`src/rtl/bitty_core_param.sv`:
```
// bitty_core_param: multi-cycle 8-register ALU core (IDLE→LOAD→EXEC→WB→DONE)
// Ports:
//    clk         - rising-edge clock
//    reset       - asynchronous active-high reset
//    run         - instruction-valid strobe, only looked at in IDLE
//    instruction - 16-bit word {Rx, Ry/imm8, op, fmt}, latched on accept
//    done        - registered one-cycle completion pulse
//    busy        - high whenever the core is not in IDLE
//    carry_flag  - carry / no-borrow of the last add or sub
//    eq_flag     - A==B of the last cmp
//    lt_flag     - unsigned A<B of the last cmp
//    dbg_sel     - debug register index
//    dbg_data    - combinational read of R[dbg_sel]
module bitty_core_param #(
   parameter int unsigned        DATA_W    = 16,
   parameter logic [DATA_W-1:0]  RESET_VAL = '0
) (
   input  logic              clk,
   input  logic              reset,
   input  logic              run,
   input  logic [15:0]       instruction,
   output logic              done,
   output logic              busy,
   output logic              carry_flag,
   output logic              eq_flag,
   output logic              lt_flag,
   input  logic [2:0]        dbg_sel,
   output logic [DATA_W-1:0] dbg_data
);
   localparam int unsigned SW = $clog2(DATA_W);
   // Sequential encoding lets the middle states simply increment.
   localparam logic [2:0] IDLE = 3'd0;
   localparam logic [2:0] LOAD = 3'd1;
   localparam logic [2:0] EXEC = 3'd2;
   localparam logic [2:0] WB   = 3'd3;
   localparam logic [2:0] DONE = 3'd4;
   logic [2:0]        state;
   logic [15:0]       ir;
   logic [DATA_W-1:0] r [8];
   logic [DATA_W-1:0] s, c, b, alu;
   logic [DATA_W:0]   sum, diff;
   logic [2:0]        rx, ry, op;
   logic              valid;
   assign rx    = ir[15:13];
   assign ry    = ir[12:10];
   assign op    = ir[4:2];
   assign valid = ~ir[1];
   assign b     = ir[0] ? DATA_W'(ir[12:5]) : r[ry];
   assign sum   = {1'b0, s} + {1'b0, b};
   assign diff  = {1'b0, s} - {1'b0, b};
   assign busy     = state != IDLE;
   assign dbg_data = r[dbg_sel];
   always_comb begin
      alu = op == 3'd0 ? sum[DATA_W-1:0] :
            op == 3'd1 ? diff[DATA_W-1:0] :
            op == 3'd2 ? s & b :
            op == 3'd3 ? s | b :
            op == 3'd4 ? s ^ b :
            op == 3'd5 ? s << b[SW-1:0] :
            op == 3'd6 ? s >> b[SW-1:0] : s;
   end
   always_ff @(posedge clk or posedge reset) begin
      if (reset) begin
         state      <= IDLE;
         done       <= 1'b0;
         carry_flag <= 1'b0;
         eq_flag    <= 1'b0;
         lt_flag    <= 1'b0;
         ir         <= 16'(RESET_VAL);
         s          <= RESET_VAL;
         c          <= RESET_VAL;
         for (int i = 0; i < 8; i++) r[i] <= RESET_VAL;
      end else begin
         // done is registered off DONE, so the pulse lands on the 4th edge after accept.
         done  <= state == DONE;
         state <= state == IDLE ? (run ? LOAD : IDLE) : state == DONE ? IDLE : state + 3'd1;
         if (state == IDLE && run) ir <= instruction;
         if (state == LOAD) s <= r[rx];
         if (state == EXEC && valid) begin
            c <= alu;
            if (op == 3'd0) carry_flag <= sum[DATA_W];
            if (op == 3'd1) carry_flag <= ~diff[DATA_W];
            if (op == 3'd7) begin
               eq_flag <= s == b;
               lt_flag <= s < b;
            end
         end
         if (state == WB && valid && op != 3'd7) r[rx] <= c;
      end
   end
endmodule

```
`config.mk`:
```
export PLATFORM = sky130hd
export DESIGN_NAME = bitty_core_param
export DESIGN_NICKNAME = d
export VERILOG_FILES = /design/src/rtl/bitty_core_param.sv
export SDC_FILE = /design/constraint.sdc
export NUM_CORES = 1
export LEC_CHECK = 0
export BUFFER_PORTS_ARGS = -buffer_cell sky130_fd_sc_hd__clkbuf_2
export CORE_MARGIN = 8
export CORE_UTILIZATION = 25
export CTS_BUF_LIST = sky130_fd_sc_hd__clkbuf_8
export DETAILED_ROUTE_END_ITERATION = 8
export GPL_TIMING_DRIVEN = 0
export PLACE_DENSITY_LB_ADDON = 0.08
export SYNTH_ARGS = -nofsm -noshare
export SYNTH_HDL_FRONTEND = slang
export SYNTH_SLANG_ARGS = --single-unit
```
`constraint.sdc`:
```
create_clock -name clk -period 7.94 [get_ports clk]
set_clock_uncertainty 0.2 [all_clocks]
set_input_delay 1.191 -clock clk [delete_from_list [all_inputs] [get_ports clk]]
set_output_delay 1.191 -clock clk [all_outputs]
set_load 0.1 [all_outputs]
```
-- Yosys cells after proc, flatten, opt, wreduce, memory -nomap -nowiden
Cells that the tools add are included.
W data, S select, Z words.
- add/sub/neg operators: 3
- magnitude comparators: 5
- equal/unequal tests: 13
- shift-type cells: 2
- mux-type cells: 25
- bitwise gates (word level): 8
- reduce and logical (&&, ||, !) cells: 11
- operator list (cell ; count):
    $mux W16 ; 15
    $bmux W16 S3 ; 3
    $bwmux W128 ; 1
    $demux W16 S3 ; 1
    $add A16 B16 Y17 ; 1
    $sub A16 B16 Y17 ; 1
    $and A16 B16 Y16 ; 1
    $eq A16 B16 Y1 ; 1
    $lt A16 B16 Y1 ; 1
    $or A16 B16 Y16 ; 1
    $shl A16 B4 Y16 ; 1
    $shr A16 B4 Y16 ; 1
    $xor A16 B16 Y16 ; 1
    $eq A3 B3 Y1 const B ; 5
    $eq A3 B2 Y1 const B ; 4
    $ge A4 B4 Y1 const B ; 3
    $not A3 Y4 ; 3
    $eq A3 B1 Y1 const B ; 2
    $logic_not A3 Y1 ; 2
    $mux W3 ; 2
    $logic_and A1 B1 Y1 ; 5
    $lt A4 B1 Y1 const B ; 1
    $reduce_and A2 Y1 ; 2
    $add A3 B1 Y3 const B ; 1
    5 further kinds ; 8
- bits in registers: 183

-- Longest topological paths before layout
Gate-level depths: netlist of run 1.
- word-level depth: 13
- gate-level depth with buffers: 18
- gate-level depth less buffers: 14

-- Least setup slack after synthesis of run 1
OpenSTA, ideal clock, no wires.
- path kind: register to register
- start point: register ir[11]
- end point: register c[14]
- library setup time: 134 ps
- data arrival time: 4085 ps
- required time: 7606 ps
- setup slack: 3520 ps
- stages on the path, launching flop included: 18
- path buffers: 3
- clock period less this slack: 4420 ps
- path through: dfrtp_1 -> buf_6 -> mux2_4 -> o22a_1 -> a31oi_1 -> buf_4 -> inv_4 -> buf_2 -> ha_1 -> fa_1 -> a21o_1 -> a2111oi_2 -> a211oi_1 -> nor4_1 -> o21ai_0 -> nor3b_1 -> a2111oi_1 -> nor3_1
- longest elaborated chain between the ends: 13
- elaborated cells between the ends (all ways): 19
- classes of those cells: add/sub (2); shift (2); mux (11); bitwise (4)
- ends and longest elaborated chain (item ; RTL line ; source):
    from (decl) ; 38 ; logic [15:0] ir;
    from (signal assigned) ; 69 ; ir <= 16'(RESET_VAL);
    from (signal assigned) ; 77 ; if (state == IDLE && run) ir <= instruction;
    $not A3 Y4 (not written as such) ; 48 ; assign b = ir[0] ? DATA_W'(ir[12:5]) : r[ry];
    $bmux W16 S3 ; 48 ;
    $mux W16 (not written as such) (2 in a row) ; 48 ;
    $mux W16 * ; 48 ;
    $shr A16 B4 Y16 ; 60 ; op == 3'd6 ? s >> b[SW-1:0] : s;
    $mux W16 ; 60 ;
    $mux W16 ; 59 ; op == 3'd5 ? s << b[SW-1:0] :
    $mux W16 ; 58 ; op == 3'd4 ? s ^ b :
    $mux W16 ; 57 ; op == 3'd3 ? s | b :
    $mux W16 ; 56 ; op == 3'd2 ? s & b :
    $mux W16 ; 55 ; op == 3'd1 ? diff[DATA_W-1:0] :
    $mux W16 * ; 54 ; alu = op == 3'd0 ? sum[DATA_W-1:0] :
    to (signal assigned) ; 80 ; c <= alu;
    to (decl) ; 40 ; logic [DATA_W-1:0] s, c, b, alu;
Mark *: on every way between the ends. The rest lies on a longest branch, timed or not. The select of a mux whose other input is x is not followed.
A chain may end at the register's enable or synchronous reset.

-- Final worst setup path of run 1
- start point: register ir[10]
- end point: register c[14]
Same word-level chain as after synthesis.

==> metrics.yaml, run 1 <==
clock_network:
  cts_setup_buffers: 0
  cts-root-buf: "clkbuf_8"
  htree_levels: 4
  cts_hold_buf: 0
  postCtsResizedCells: 0
  clock_latency_ns: 0.61
  cts_made_buffers: 17
  clkSlewWorstSetupHoldPaths_ns: 0.10
  numClockSinks: 183
  clk_path_buf_depth: 2
  tritoncts: "yes"
routing:
  wirelength_mm: 67.4
  vias: 12677
  wire_per_inst_um: 29.7
  first_pass_iters: 6
  viasPerCell: 5.58
  drtIter0Drc: 1129
  remaining_drc_errors: 0
  drtAntennaViolNets: 0
floorplan:
  die_x_um: 256
  design.core.area_um2: 57400
  dieArea_um2: 65600
  die_h_um: 256
  start_util: 0.251
  rows: 88
  io_pins: 43
finish:
  fin_area_um2: 16100
  final_common_cell: "dfrtp_1"
  multi_input_area_um2: 9170
  nets: 1572
  final_cell_mix: "183 x dfrtp_1, 176 x mux2_2, 116 x nand2_1, 99 x nor2_1, 81 x a21oi_1"
  drive_gt1_frac: 0.248
  seq_area_um2: 4580
  areaGrowthSynthToFinish_pct: 11.3
  nFillCells: 6036
synthesis:
  yosysUniqueCellTypes: 84
  synth.avg_cell_area_um2: 10.1
  synth_edf_count: 0
  ys.flop_type: "dfrtp_1"
  seq_area_frac_synth: 0.317
  ys.warnings.count: 0
  synth_area_um2: 14400
  async_reset_ff_frac: 1.00
  synth_seq_cells: 183
  syn-num-nets: 1512
  synth_cells: 1433
worst_setup_path:
  crit_fanout: 10
  rrSetupSlack_ns: 1.50
  crit_type: "reg2reg"
  critPathRequiredTime_ns: 8.18
  startpoint: "ir[10]"
  r2r_start: "ir[10]"
  start_kind: "flip-flop"
  worstPathArrival_ns: 6.68
  cp-end-kind: "flip-flop"
place:
  place.gp.congestion: 0.948
  port_buffers: 40
  detailed_place.area_um2: 15600
  hpwl_mm: 49.6
global_route:
  antenna_found_initial: 0
  grt_start_max_net_pins: 106
  first_global_vias: 12846
  track_usage: 0.203
  grt_pass1_wl_mm: 97.2
  overflow: 0
flow_run:
  cap_violations: 0
sta:
  final-setup-viol-count: 0
  report.final.slew_viol_count: 0
  rsz0062_at_grt: "no"
  hold_viol: 0
  tightest_slew_ns: 1.38
  fin_crit_sh: 0.811
  max_slew_margin: 0.0805
  period_minus_slack_ns: 6.44
  fmax_mhz: 155
hold_path:
  hold_class: "reg2reg"
  hp-start: "lt_flag"
status:
  outcome: "finished clean"
[cell usage after synthesis (7+ instances only)]
cell,count,share of area
nor2b_1,11,0.0048
o31ai_1,10,0.0052
o21ai_0,56,0.019
mux4_2,71,0.11
o22ai_1,16,0.0069
inv_1,49,0.013
mux2i_1,52,0.036
a211oi_1,21,0.011
o211ai_1,15,0.0078
a21o_1,11,0.0057
xnor2_1,11,0.0067
clkbuf_1,65,0.017
nor2_1,99,0.026
mux2_2,176,0.14
or3_1,7,0.0030
a31oi_1,19,0.0082
a22o_1,9,0.0055
nand2_1,116,0.030
a21oi_1,81,0.028
a22oi_1,14,0.0073
ha_1,55,0.048
dfrtp_1,183,0.32
a221oi_1,12,0.0073
o21a_1,7,0.0036
and2_1,9,0.0039
nand2b_1,23,0.010
nor3_1,39,0.014
buf_1,14,0.0036
buf_2,16,0.0056
buf_6,7,0.0055
nand3_1,22,0.0076
a311oi_1,10,0.0061
[worst max-delay path: stages (launching register included)]
cell	delay, ns
dfrtp_1	0.34
buf_2	0.27
buf_4	0.30
buf_2	0.50
clkbuf_1	0.88
a21oi_1	0.10
a21o_1	0.31
ha_1	0.45
and3_1	0.21
a2111oi_2	0.86
a211oi_1	0.33
nor4_1	0.44
o21ai_0	0.14
nor3b_1	0.19
a2111oi_1	0.65
nor3_1	0.12
[cell type report]
cell class | instances | area share
Clock inverter | 15 | 0.0117
Tap cell | 765 | 0.0596
Antenna cell | 2 | 0.000312
Sequential cell | 183 | 0.285
Inverter | 53 | 0.0132
Buffer | 105 | 0.0298
Timing Repair Buffer | 41 | 0.0142
Clock buffer | 17 | 0.0146
Multi-Input combinational cell | 1092 | 0.571
[final timing paths]
kind | cells past startpoint | end
worst max-delay path | 15 | c[14]
worst min-delay path | 1 | lt_flag
worst max register to register | 15 | c[14]
worst min register to register | 1 | lt_flag
max in group asynchronous | 3 | ir[0]
min in group asynchronous | 2 | r[57]
[metrics by stage]
stage | TNS [ns] | utilization | setup WS, ns | hold slack, ns | std cells
floorplan | 0 | - | 1.58 | 0.278 | 1433
global route | 0 | 0.280 | 1.20 | 0.320 | 2271
CTS | 0 | 0.280 | 1.50 | 0.294 | 2271
global placement | -269.81 | 0.272 | -1.51 | 0.271 | 2238
finish | 0 | 0.280 | 1.50 | 0.290 | 2273
detailed placement | 0 | 0.272 | 1.56 | 0.269 | 2239
[per-layer routing]
metal,vias up,GRT usage,part of all wire
met3,97,0.0339,0.051
met2,500,0.331,0.47
met1,6529,0.272,0.45
met5,-,0,0
li1,5551,-,-
met4,0,0.0624,0.027
[state kept, by name, indices dropped and copies added, names as in the netlist]
signal      cells
state           3
ir             16
done            1
eq_flag         1
c              16
s              16
carry_flag      1
lt_flag         1
r             128
[logic make-up after synthesis]
kind of cell             share of synthesized area
flip-flops                                   0.317
buffers and inverters                       0.0473
AND/OR/NAND/NOR                              0.115
AO/OA/AOI/OAI                                0.169
multiplexers                                 0.290
adder cells (fa/ha/maj)                     0.0505
XOR/XNOR                                    0.0103
Power of run 1 is left out: the tool's default activity adds up to more than one toggle a clock period on the data nets, which glitch-free logic cannot reach.
==> inputs of run 2 (changes only) <==
Clock period 7.94 ns to 6.32 ns, I/O delays scaled along.
==> run 2 against run 1 <==
  * Non-clock buffer count is 1 lower
  * Clock-buffer cell count unchanged
  * Flip-flop and latch count is the same
  * Cell area is essentially flat
  * Highest routed layer unchanged
  * Cell count shrank 0.13%
  * Critical path depth up 1
  * Sequential share of layout area about the same
  * Fmax is 6.9% higher
  * Wire length decreased by 0.29%
  * Via count rose by 0.39%
  * Worst setup slack got worse by 1.2 ns
  * Register-to-register slack got worse by 1.2 ns
==> metrics.yaml, run 2 (same netlist as run 1, synthesis figures left out) <==
routing:
  drtAntennaViolNets: 0
  drtIter0Drc: 1164
  viasPerCell: 5.61
  remaining_drc_errors: 0
  wire_per_inst_um: 29.6
  wirelength_mm: 67.2
  first_pass_iters: 8
  vias: 12727
worst_setup_path:
  r2r_start: "ir[11]"
  r2r-end: "c[14]"
  startpoint: "ir[11]"
  worstPathArrival_ns: 6.27
  cp-end-kind: "flip-flop"
  crit_path_cell_trace: "buf_6 > buf_4 > buf_1 > mux4_2 > mux2i_1 > o21a_1 > ha_1 > buf_2 > and3_1 > a2111oi_4 > a211oi_1 > nor4_1 > o21ai_0 > nor3b_1 > a2111oi_1 > nor3_1"
  crit_fanout: 10
  reg2reg_depth: 16
  cp_top_family: "compound AO/OA/AOI/OAI gates"
  critPathRequiredTime_ns: 6.56
  rrSetupSlack_ns: 0.30
  worstPathBufferInverterCount: 4
  worst_path_max_delay_cell: "buf_1"
  crit_type: "reg2reg"
  start_kind: "flip-flop"
  max_stage_delay_ns: 0.69
finish:
  nets: 1571
  utilization: 0.280
  drive_gt1_frac: 0.249
  largest_reg_flops: 128
  areaGrowthSynthToFinish_pct: 11.3
  final_cell_mix: "183 x dfrtp_1, 176 x mux2_2, 116 x nand2_1, 99 x nor2_1, 81 x a21oi_1"
  regMostFlops: "r"
  antenna_cells: 0
  final_common_cell: "dfrtp_1"
global_route:
  grtUsageMet1: 0.272
  grt_start_max_net_pins: 106
  grt.met2_usage: 0.331
  grt.busiest_layer: "met2"
  grtUsageMet3: 0.0339
  grt_pass1_wl_mm: 97.2
  antenna_found_initial: 0
  first_global_vias: 12849
  track_usage: 0.203
  overflow: 0
sta:
  setup_tns_ns: 0
  final-setup-viol-count: 0
  holdWs_ns: 0.282
  fmax_mhz: 166
  max_slew_margin: 0.109
  report.final.slew_viol_count: 0
  fin_crit_sh: 0.953
  period_minus_slack_ns: 6.02
  hold_viol: 0
  rsz0062_at_grt: "no"
  tightest_slew_ns: 1.34
floorplan:
  dieArea_um2: 65600
  start_util: 0.251
  io_pins: 43
  rows: 88
  die_h_um: 256
  design.core.area_um2: 57400
  die_x_um: 256
clock_network:
  tritoncts: "yes"
  cts_made_buffers: 17
  clock_latency_ns: 0.62
  clk_path_buf_depth: 2
  htree_levels: 4
  numClockSinks: 183
  cts_hold_buf: 0
  clkSlewWorstSetupHoldPaths_ns: 0.11
  cts-root-buf: "clkbuf_8"
place:
  hpwl_mm: 49.6
  port_buffers: 40
  place.gp.congestion: 0.948
status:
  outcome: "finished clean"
flow_run:
  cap_violations: 0
hold_path:
  hold_class: "in2async"
## run 2: changes by cell type in the layout (fill, tap and decap cells not counted), sizes merged
cell	before	now
buf	41	40
diode	2	0
## run 2: metal layers
layer,wire length (µm),vias to the layer above
met5,0,-
met4,1820,0
met3,3340,108
met2,31800,460
met1,30300,6618
li1,-,5541
## run 2: layout make-up
class,count,area (µm²)
buffer,104,475
inverter,53,211
timing repair buffer,41,228
fill,6039,41300
clock inverter,15,188
multi-input combinational,1092,9190
tap,765,957
clock buffer,17,234
sequential,183,4580
## run 2: worst max path at each step
stage | to | slack, ns | cells past startpoint
finish | c[14] | 0.30 | 16
global route | c[14] | 0.08 | 16
CTS | c[14] | 0.12 | 17
detailed placement | c[14] | -0.06 | 15
global placement | s[4] | -2.89 | 2
floorplan | c[0] | 0.20 | 1
## run 2: what timing repair did
action	in CTS	in global routing
resized for setup	2	3
setup buffers	0	0
endpoints found under the setup margin	1	1
endpoints found under the hold margin	0	0
## run 2: through the flow
step / setup WS (ns) / area, µm² / cells
after floorplan: 0.200 / 14400 / 1433
after global placement: -2.89 / 15600 / 2238
after detailed placement: -0.0632 / 15600 / 2239
after CTS: 0.125 / 16100 / 2271
after global routing: 0.0787 / 16100 / 2270
final: 0.296 / 16100 / 2270
Power of run 2 is left out for the same reason.
==> inputs of run 3 (changes only) <==
Settings changed: CELL_PAD_IN_SITES_DETAIL_PLACEMENT from default to 1, CELL_PAD_IN_SITES_GLOBAL_PLACEMENT from default to 2.
==> run 3 against run 2 <==
  * Cell count about the same
  * Cell area about the same
  * Global-route usage increased by 1.5 points
  * Core utilization hardly changed
  * Critical endpoint unchanged
  * First-iteration DRC count decreased by 18%
  * Wire length up 7.3%
  * Die area unchanged
==> metrics.yaml, run 3 (same netlist as run 1, synthesis figures left out) <==
floorplan:
  design.core.area_um2: 57400
  rows: 88
  die_h_um: 256
  io_pins: 43
  die_x_um: 256
  dieArea_um2: 65600
  start_util: 0.251
routing:
  wire_per_inst_um: 31.8
  wirelength_mm: 72.1
  viasPerCell: 5.56
  wl_met3_mm: 3.16
  top_layer: "met4"
  first_pass_iters: 5
  vias: 12628
  dr_wl_met2_mm: 34.7
  drtAntennaViolNets: 0
  drtIter0Drc: 957
  remaining_drc_errors: 0
  route.layer.met1.wl_mm: 32.2
worst_setup_path:
  worst_path_max_delay_cell: "a2111oi_2"
  cp_top_family: "compound AO/OA/AOI/OAI gates"
  crit_top_cell: "buf_2"
  crit_fanout: 10
  critPathRequiredTime_ns: 6.56
  r2r_start: "ir[10]"
  crit_path_cell_trace: "buf_2 > buf_4 > clkbuf_4 > mux4_2 > mux2i_1 > o21a_1 > ha_1 > buf_2 > and3_1 > a2111oi_4 > a211oi_1 > nor4_1 > o21ai_0 > nor3b_1 > a2111oi_2 > nor3_1"
  rrSetupSlack_ns: 0.37
  max_stage_delay_ns: 0.57
  worstPathArrival_ns: 6.19
  startpoint: "ir[10]"
  worstPathBufferInverterCount: 4
  crit_type: "reg2reg"
  start_kind: "flip-flop"
  cp-end-kind: "flip-flop"
global_route:
  grt_start_max_net_pins: 102
  first_global_vias: 13387
  overflow: 0
  grt_pass1_wl_mm: 104
  track_usage: 0.218
  antenna_found_initial: 2
place:
  hpwl_mm: 53.7
  place.gp.congestion: 0.898
  dpl_worst_slack_ns: -0.202
  detailed_place.area_um2: 15600
  port_buffers: 40
  placed_cells: 2240
sta:
  rsz0062_at_grt: "no"
  fin_crit_sh: 0.942
  fmax_mhz: 168
  report.final.slew_viol_count: 0
  tightest_slew_ns: 1.32
  period_minus_slack_ns: 5.95
  fin_ws_ns: 0.366
  max_slew_margin: 0.110
  final-setup-viol-count: 0
  hold_viol: 0
clock_network:
  numClockSinks: 183
  cts_made_buffers: 17
  tritoncts: "yes"
  cts-root-buf: "clkbuf_8"
  clk_path_buf_depth: 2
  clock_latency_ns: 0.58
  htree_levels: 4
  clkSlewWorstSetupHoldPaths_ns: 0.11
  cts_hold_buf: 0
  cts_setup_buffers: 0
hold_path:
  hold_class: "in2async"
finish:
  multi_input_area_um2: 9200
  regMostFlops: "r"
  final_cells: 2271
  antenna_cells: 0
  fin_area_um2: 16100
  largest_reg_flops: 128
  final_common_cell: "dfrtp_1"
  drive_gt1_frac: 0.252
  final_cell_mix: "183 x dfrtp_1, 176 x mux2_2, 116 x nand2_1, 99 x nor2_1, 81 x a21oi_1"
  areaGrowthSynthToFinish_pct: 11.4
  nets: 1572
  seq_area_um2: 4580
  nFillCells: 6568
flow_run:
  cap_violations: 0
status:
  outcome: "finished clean"
run 3: layer usage:
layer	global-route usage	vias up
met2	0.362	375
met1	0.290	6625
met3	0.0353	97
met4	0.0640	0
li1	-	5531
met5	0	-
run 3: repair_timing:
item / in CTS / in global routing
pin swaps: 0 / 0
resized for setup: 2 / 2
setup endpoints to repair: 1 / 1
run 3: layout make-up:
class                           count  share of cell area
Buffer                            104              0.0298
Clock buffer                       18              0.0154
Clock inverter                     14             0.00966
Inverter                           53              0.0132
Multi-Input combinational cell   1092               0.573
Sequential cell                   183               0.285
Tap cell                          765              0.0596
Timing Repair Buffer               42              0.0149
run 3: final timing paths:
kind / endpoint / cells past startpoint
max: c[14] / 16
max reg2reg: c[14] / 16
min reg2reg: eq_flag / 2
max in group asynchronous: r[3] / 3
min in group clk: eq_flag / 2
min: r[125] / 2
run 3: per-stage QoR:
stage / hold WS [ns] / TNS, ns / utilization
after detailed placement: 0.288 / -0.202 / 0.273
after floorplan: 0.278 / 0 / -
after global placement: 0.268 / -498.68 / 0.272
final: 0.262 / 0 / 0.280
after global routing: 0.267 / 0 / 0.280
after CTS: 0.246 / 0 / 0.280
Power of run 3 is left out for the same reason.
